===== src/rtl/button_pio_irq_if.sv =====
// Avalon-MM slave bus for the pushbutton PIO: word address, strobes, 32-bit data.
interface button_pio_irq_if;
  logic [1:0]  avs_address;
  logic        avs_read;
  logic        avs_write;
  logic [31:0] avs_writedata;
  logic [31:0] avs_readdata;

  modport master (
    output avs_address, avs_read, avs_write, avs_writedata,
    input  avs_readdata
  );

  modport slave (
    input  avs_address, avs_read, avs_write, avs_writedata,
    output avs_readdata
  );
endinterface


===== src/rtl/button_pio_irq.sv =====
// Debounced active-low pushbutton PIO with per-bit press/release edge capture
// and a masked level interrupt, behind an Avalon-MM slave with read latency 1.

module button_pio_lane #(
  parameter int unsigned TIMEOUT       = 10000,
  parameter int unsigned TIMEOUT_WIDTH = 32
) (
  input  logic clk,
  input  logic reset_n,
  input  logic button,
  output logic stable
);
  logic [1:0]               sync;
  logic [TIMEOUT_WIDTH-1:0] cnt;
  logic                     pressed;

  // Synchronizer resets to "released" so nothing looks pressed out of reset.
  always_ff @(posedge clk or negedge reset_n)
    if (!reset_n) sync <= 2'b11;
    else          sync <= {sync[0], button};

  assign pressed = ~sync[1];

  always_ff @(posedge clk or negedge reset_n)
    if (!reset_n) begin
      cnt    <= '0;
      stable <= 1'b0;
    end else if (pressed == stable) begin
      cnt <= '0;
    end else if (cnt == TIMEOUT_WIDTH'(TIMEOUT - 1)) begin
      stable <= pressed;
      cnt    <= '0;
    end else begin
      cnt <= cnt + TIMEOUT_WIDTH'(1);
    end
endmodule

module button_pio_irq #(
  parameter int unsigned WIDTH         = 4,
  parameter int unsigned TIMEOUT       = 10000,
  parameter int unsigned TIMEOUT_WIDTH = 32
) (
  input  logic                  clk,
  input  logic                  reset_n,
  input  logic [WIDTH-1:0]      button_in,
  button_pio_irq_if.slave       avs,
  output logic                  irq
);
  localparam logic [1:0] A_DATA = 2'd0, A_MASK = 2'd1, A_CAP = 2'd2, A_SEL = 2'd3;

  logic [WIDTH-1:0] stable, stable_d;
  logic [WIDTH-1:0] irq_mask, edge_cap, edge_sel;
  logic [WIDTH-1:0] evt, clr, wdata, rd_mux;

  button_pio_lane #(
    .TIMEOUT       (TIMEOUT),
    .TIMEOUT_WIDTH (TIMEOUT_WIDTH)
  ) u_lane [WIDTH-1:0] (
    .clk     (clk),
    .reset_n (reset_n),
    .button  (button_in),
    .stable  (stable)
  );

  assign wdata = avs.avs_writedata[WIDTH-1:0];

  // Per-bit select: 0 captures the press (rising stable), 1 the release.
  assign evt = (stable & ~stable_d & ~edge_sel) | (~stable & stable_d & edge_sel);
  assign clr = (avs.avs_write && avs.avs_address == A_CAP) ? wdata : '0;

  always_comb begin
    rd_mux = '0;
    case (avs.avs_address)
      A_DATA: rd_mux = stable;
      A_MASK: rd_mux = irq_mask;
      A_CAP:  rd_mux = edge_cap;
      A_SEL:  rd_mux = edge_sel;
      default: rd_mux = '0;
    endcase
  end

  always_ff @(posedge clk or negedge reset_n)
    if (!reset_n) begin
      stable_d         <= '0;
      irq_mask         <= '0;
      edge_sel         <= '0;
      edge_cap         <= '0;
      irq              <= 1'b0;
      avs.avs_readdata <= '0;
    end else begin
      stable_d <= stable;
      // Set wins over a same-cycle W1C clear.
      edge_cap <= (edge_cap & ~clr) | evt;
      irq      <= |(edge_cap & irq_mask);
      if (avs.avs_read) avs.avs_readdata <= 32'(rd_mux);
      if (avs.avs_write) begin
        if (avs.avs_address == A_MASK) irq_mask <= wdata;
        if (avs.avs_address == A_SEL)  edge_sel <= wdata;
      end
    end
endmodule

===== src/flat_wrapper.sv =====
// flat-port wrapper written by rule: the top's interface ports become plain ports
module button_pio_irq_flat 
#(
  parameter int unsigned WIDTH         = 4,
  parameter int unsigned TIMEOUT       = 10000,
  parameter int unsigned TIMEOUT_WIDTH = 32
)
  (clk, reset_n, button_in, irq, avs_avs_address, avs_avs_read, avs_avs_write, avs_avs_writedata, avs_avs_readdata);
  button_pio_irq_if avs_i ();
  input  logic clk;
  input  logic reset_n;
  input  logic [WIDTH-1:0] button_in;
  output logic irq;
  input wire logic [$bits(avs_i.avs_address)-1:0] avs_avs_address;
  input wire logic [$bits(avs_i.avs_read)-1:0] avs_avs_read;
  input wire logic [$bits(avs_i.avs_write)-1:0] avs_avs_write;
  input wire logic [$bits(avs_i.avs_writedata)-1:0] avs_avs_writedata;
  output wire logic [$bits(avs_i.avs_readdata)-1:0] avs_avs_readdata;
  assign avs_i.avs_address = avs_avs_address;
  assign avs_i.avs_read = avs_avs_read;
  assign avs_i.avs_write = avs_avs_write;
  assign avs_i.avs_writedata = avs_avs_writedata;
  assign avs_avs_readdata = avs_i.avs_readdata;
  button_pio_irq #(.WIDTH(WIDTH), .TIMEOUT(TIMEOUT), .TIMEOUT_WIDTH(TIMEOUT_WIDTH)) u_core (.clk(clk), .reset_n(reset_n), .button_in(button_in), .avs(avs_i), .irq(irq));
endmodule

===== config.mk =====
export PLATFORM = sky130hd
export DESIGN_NAME = button_pio_irq_flat
export DESIGN_NICKNAME = d
export VERILOG_FILES = /design/src/rtl/button_pio_irq_if.sv /design/src/rtl/button_pio_irq.sv /design/src/flat_wrapper.sv
export SDC_FILE = /design/constraint.sdc
export NUM_CORES = 1
export LEC_CHECK = 0
export ABC_CLOCK_PERIOD_IN_PS = 5400
export CAP_MARGIN = 20
export CORE_UTILIZATION = 30
export DETAILED_ROUTE_END_ITERATION = 6
export GPL_TIMING_DRIVEN = 0
export SETUP_SLACK_MARGIN = 0.02
export SLEW_MARGIN = 10
export SYNTH_ARGS = -nofsm -noshare
export SYNTH_HDL_FRONTEND = slang
export SYNTH_SLANG_ARGS = --single-unit

===== constraint.sdc =====
create_clock -name clk -period 5.4 [get_ports clk]
set_input_delay 0.54 -clock clk [delete_from_list [all_inputs] [get_ports clk]]
set_output_delay 0.54 -clock clk [all_outputs]
set_load 0.01 [all_outputs]

After elaboration in Yosys (flattened, before gate mapping)
Cells that the tools add are included.

Bits in registers: 161. Latch bits: 0. Memory bits (writable): 0. Memory bits (read-only): 0. Input port bits: 42. Output and inout port bits: 33. Word-level logic and storage cells: 72. Memories: 0.

Add/sub/neg operators: 4. $mul: 0. Divide/modulo/power cells: 0. Order comparisons: 0. Eq/ne operators: 11. Shift-type cells: 0. Muxes and demuxes: 10. Bitwise gates (word level): 20. Reduce and logical (&&, ||, !) cells: 9.

Operators by type and width (count): 32-bit 2-to-1 mux (8); 32-bit by 1-bit adder with 32-bit output (second input constant) (4); 32-bit by 14-bit == test with 1-bit output (second input constant) (4); 4-bit bitwise AND (6); 4-bit NOT (4); 4-bit one-hot mux with 4 select lines (1); 2-bit AND reduction (6); 1-bit NOT (8); 4-bit OR (2); 1-bit == test (4); 2-bit == test (second input constant) (2); 4-bit 2-to-1 mux (1); 4-bit OR reduction (1); 2-bit by 1-bit == test with 1-bit output (second input constant) (1); 2-bit logical NOT (1); 1-bit logical AND (1).

Depth between registers and ports, before layout
Depth after elaboration: 6. Depth in mapped cells: 8. Depth with buffers taken out: 6.

Modules after synthesis
From an unflattened synthesis, not the netlist that was laid out.

Cell total of the unflattened synthesis: 874. Area, all modules: 8679.6 µm².

By module, submodules not included: button_pio_lane (instances 4, cells an instance 194, area each 1880.6 µm², seq. area each 878.3 µm²); button_pio_irq (instances 1, cells an instance 98, area each 1157.4 µm², seq. area each 525.5 µm²).

Least setup slack after synthesis
No wires, ideal clock.

Path type: flip-flop to flip-flop. Start point: register u_core.u_lane[2].cnt[0]. End point: register u_core.u_lane[2].cnt[15]. Arrival time: 1.790 ns. Data required time: 5.281 ns. Slack: 3.491 ns. Cell stages (with the launch flop): 9. Path buffers: 2. Clock period less this slack: 1.909 ns. Cells stage by stage: dfrtp_1 -> ha_1 -> nand3_2 -> or4_1 -> nor3_2 -> or2_1 -> buf_4 -> buf_6 -> nor2_1.

Longest elaborated chain between the ends: 3.

Ends and longest elaborated chain: from (decl) (line button_pio_irq.sv:14) `logic [TIMEOUT_WIDTH-1:0] cnt;`; from (signal assigned) (line button_pio_irq.sv:34) `cnt <= cnt + TIMEOUT_WIDTH'(1);`; 32-bit by 1-bit adder with 32-bit output or 32-bit by 14-bit == test with 1-bit output (tied branches) (line button_pio_irq.sv:34, button_pio_irq.sv:30); 32-bit 2-to-1 mux (*) (line button_pio_irq.sv:30) `end else if (cnt == TIMEOUT_WIDTH'(TIMEOUT - 1)) begin`; 32-bit 2-to-1 mux (*) (line button_pio_irq.sv:28) `end else if (pressed == stable) begin`.

Mark *: on every way between the ends. The rest lies on a longest branch, timed or not. A chain may end at the register's enable or synchronous reset.

Final worst setup path
Start point: register u_core.u_lane[1].cnt[0]. End point: register u_core.u_lane[1].cnt[26].

Longest elaborated chain between the ends: 3.

Ends and longest elaborated chain (line): from (decl) (button_pio_irq.sv:14); from (signal assigned) (button_pio_irq.sv:34); 32-bit by 1-bit adder with 32-bit output or 32-bit by 14-bit == test with 1-bit output (tied branches) (button_pio_irq.sv:34, button_pio_irq.sv:30); 32-bit 2-to-1 mux (*) (button_pio_irq.sv:30); 32-bit 2-to-1 mux (*) (button_pio_irq.sv:28).

Marked as above.

==> results.cfg <==
[sta]
setup_violations = 0
finalMaxSlewViolations = 0
slew_headroom = 0.338
max_freq_mhz = 455
fin_crit_ps = 2200
setup_slack_ps = 3200
rsz0062_at_grt = false
fin_crit_sh = 0.407
hold_viol_final = 0
fin_skew_ps = 8.01
worstMarginPinSlew_ps = 986

[clock_network]
cts_buffers = 17
cts_resized = 0
clk_latency_ps = 430
cts_root_buf = clkbuf_16
post-cts-setup-buffers = 0
cts.sinks = 161
cts_htree_levels = 4
cts_hold_buf = 0
cts_tree = yes
clockBufferDepth = 2
clk_pin_slew_ps = 60

[routing]
highest_layer = met5
firstDrtPassIters = 5
num_vias = 5449
met3_length_um = 425
wl_met1_um = 7530
wire_per_inst_um = 12.2
routed_via_density = 4.51
wl_met2_um = 6600
drc = 0
wirelength_um = 14800
first_iter_violations = 210
ant_nets = 0

[yosys]
syn_area_um2 = 7960
synthArstFlopShare = 1.00
synth-edff-count = 0
ys_warn_count = 0
syn_avg_cell_area_um2 = 9.97
synth-main-ff-cell = dfrtp_1
ys_seq_area_frac = 0.508
ys_types = 45
syn_inst = 798
ys_seq_elements = 161

[setup_path]
start_kind = flip-flop
worstSetupPathDepth = 8
required_ps = 5710
path_max_fanout = 10
worstPathCellList = ha_1, and3_1, nand4_1, nor3_1, or2_2, clkbuf_1, buf_2, nor2_1
max_stage_delay_ps = 390
r2r-end = u_core.u_lane[1].cnt[26]$_DFF_PN0_
crit_start = u_core.u_lane[1].cnt[0]$_DFF_PN0_
crit_family = simple AND/OR/NAND/NOR gates
crit_arrival_ps = 2500
r2r_start = u_core.u_lane[1].cnt[0]$_DFF_PN0_
endpoint_kind = flip-flop
reg2reg_depth = 8
r2r_slack_ps = 3200
critical_path_class = flip-flop to flip-flop
crit_buf_inv = 2
critPathSlowestCell = dfrtp_1

[floorplan]
start_util = 0.305
fp.dieW_um = 165
fp-row-count = 59
core_area_um2 = 26100
ios = 75
dieArea_um2 = 27200
die_h_um = 165

[place]
dpl_worst_slack_ps = 3210
numPortBuffers = 16
hpwl_um = 10100
globalplace.congestion = 0.760

[finish]
final_common_cell = nor2_1
layout_common_cells = nor2_1 (160), dfrtp_1 (153), xor2_1 (89), nand3_1 (56), nand2_1 (55)
multi_input_area_um2 = 3590
syn_to_final_growth_pct = 16.9
n_fill_cell = 2603
seqCellArea_um2 = 4040
utilization = 0.357
insertedDiodeCount = 0
drive_gt1_frac = 0.125
fin_nets = 907

[global_routing]
grt_pass1_wl_um = 25400
overflow = 0
antenna_found_initial = 1
grt_pass1_vias = 5167
grt_use_total = 0.118
grt_max_degree = 98

[pwr]
finalPower_mw = 2.67
p_sw_mw = 0.594
pwr-share-clk = 0.476
power.share.sequential = 0.470
p_int_mw = 2.08
power_leakage_nw = 4.13
p_per_area_nw_per_um2 = 287
p_comb_frac = 0.053
netSwitchingFraction = 0.222
irDropWorstVdd_v = 0.000174

[run]
maxCapViolations = 0

[run_status]
outcome = complete, no violations

[worst_hold_path]
hp-class = input pin to async pin
==> cells in the mapped netlist (2+ instances only) <==
cell type	count	area (um2)
ha_1	4	50.1
nor4_2	5	62.6
inv_1	19	71.3
o221ai_1	2	17.5
nand2_1	55	206
a22oi_1	2	15.0
mux2_2	4	45.0
buf_6	6	67.6
xnor2_1	34	298
and2_1	3	18.8
or3_1	3	18.8
nor4_1	22	138
o211ai_1	2	15.0
nand4_1	45	282
a21oi_1	2	10.0
and4_1	6	52.6
nor4_4	3	63.8
dfrtp_1	153	3830
buf_2	6	30.0
nor2_1	160	601
o21ai_0	12	60.1
dfstp_2	8	210
mux2i_1	3	30.0
clkbuf_2	2	10.0
nand3_1	56	280
nor3_1	11	55.1
xor2_1	89	780
nand3b_1	2	15.0
or2_1	2	12.5
clkbuf_1	8	30.0
nand4_2	2	25.0
buf_4	30	225
mux4_2	4	90.1
nand2b_1	3	18.8
and3_1	20	125
==> metrics by stage <==
stage / hold WS, ps / instance area [um2] / setup TNS [ps] / cells
3_5_place_dp: 347 / 8670 / 0 / 1177
4_1_cts: 174 / 9300 / 0 / 1209
6_report: 145 / 9300 / 0 / 1209
5_1_grt: 205 / 9300 / 0 / 1209
2_1_floorplan: 244 / 8060 / 0 / 825
3_3_place_gp: 347 / 8640 / -445830 / 1176
==> worst register-to-register path: stages, from the launching register on <==
cell      delay (ps)
dfrtp_1          390
ha_1             230
and3_1           250
nand4_1          130
nor3_1           340
or2_2            180
clkbuf_1         210
buf_2            280
nor2_1            80
==> cells by family after synthesis <==
| logic type | after synthesis | synth area share |
|---|---|---|
| other | 1 | 0.000471 |
| AND/OR/NAND/NOR | 406 | 0.259 |
| adder cells (fa/ha/maj) | 4 | 0.00629 |
| flip-flops | 161 | 0.508 |
| AO/OA/AOI/OAI | 21 | 0.0164 |
| XOR/XNOR | 123 | 0.135 |
| buffers and inverters | 71 | 0.0546 |
| multiplexers | 11 | 0.0208 |
==> cell type report <==
class                           count  area share
Buffer                             52      0.0390
Clock buffer                       21      0.0516
Clock inverter                     11      0.0164
Inverter                           19     0.00767
Multi-Input combinational cell    593       0.385
Sequential cell                   161       0.434
Tap cell                          335      0.0451
Timing Repair Buffer               17      0.0207
==> how the worst max path moves through the flow <==
stage	endpoint	slack (ps)
floorplan	u_core.u_lane[2].cnt[15]$_DFF_PN0_	3490
global placement	u_core.u_lane[3].cnt[25]$_DFF_PN0_	-2890
detailed placement	u_core.u_lane[1].cnt[29]$_DFF_PN0_	3210
CTS	u_core.u_lane[1].cnt[29]$_DFF_PN0_	3170
global route	u_core.u_lane[1].cnt[30]$_DFF_PN0_	2930
finish	u_core.u_lane[1].cnt[26]$_DFF_PN0_	3200
==> flip-flops by register name, summed over array words and instances (netlist names) <==
name                     count
u_core.u_lane.cnt          128
u_core.u_lane.sync           8
u_core.avs.avs_readdata      4
u_core.edge_cap              4
u_core.edge_sel              4
u_core.irq_mask              4
u_core.stable_d              4
u_core.u_lane.stable         4
u_core.irq                   1
==> power groups by stage <==
stage	clock [mW]	combinational [mW]	sequential (mW)
2_1_floorplan	0	0.0775	1.28
3_3_place_gp	0	0.141	1.28
3_5_place_dp	0	0.146	1.28
4_1_cts	1.31	0.146	1.26
5_1_grt	1.36	0.162	1.26
6_report	1.27	0.143	1.26
==> layer usage <==
| layer | track usage | vias to the layer above |
|---|---|---|
| li1 | - | 2774 |
| met1 | 0.163 | 2600 |
| met2 | 0.178 | 57 |
| met3 | 0.0299 | 16 |
| met4 | 0.0434 | 2 |
| met5 | 0 | - |
Note: power is estimated with default switching activity, not from simulation.
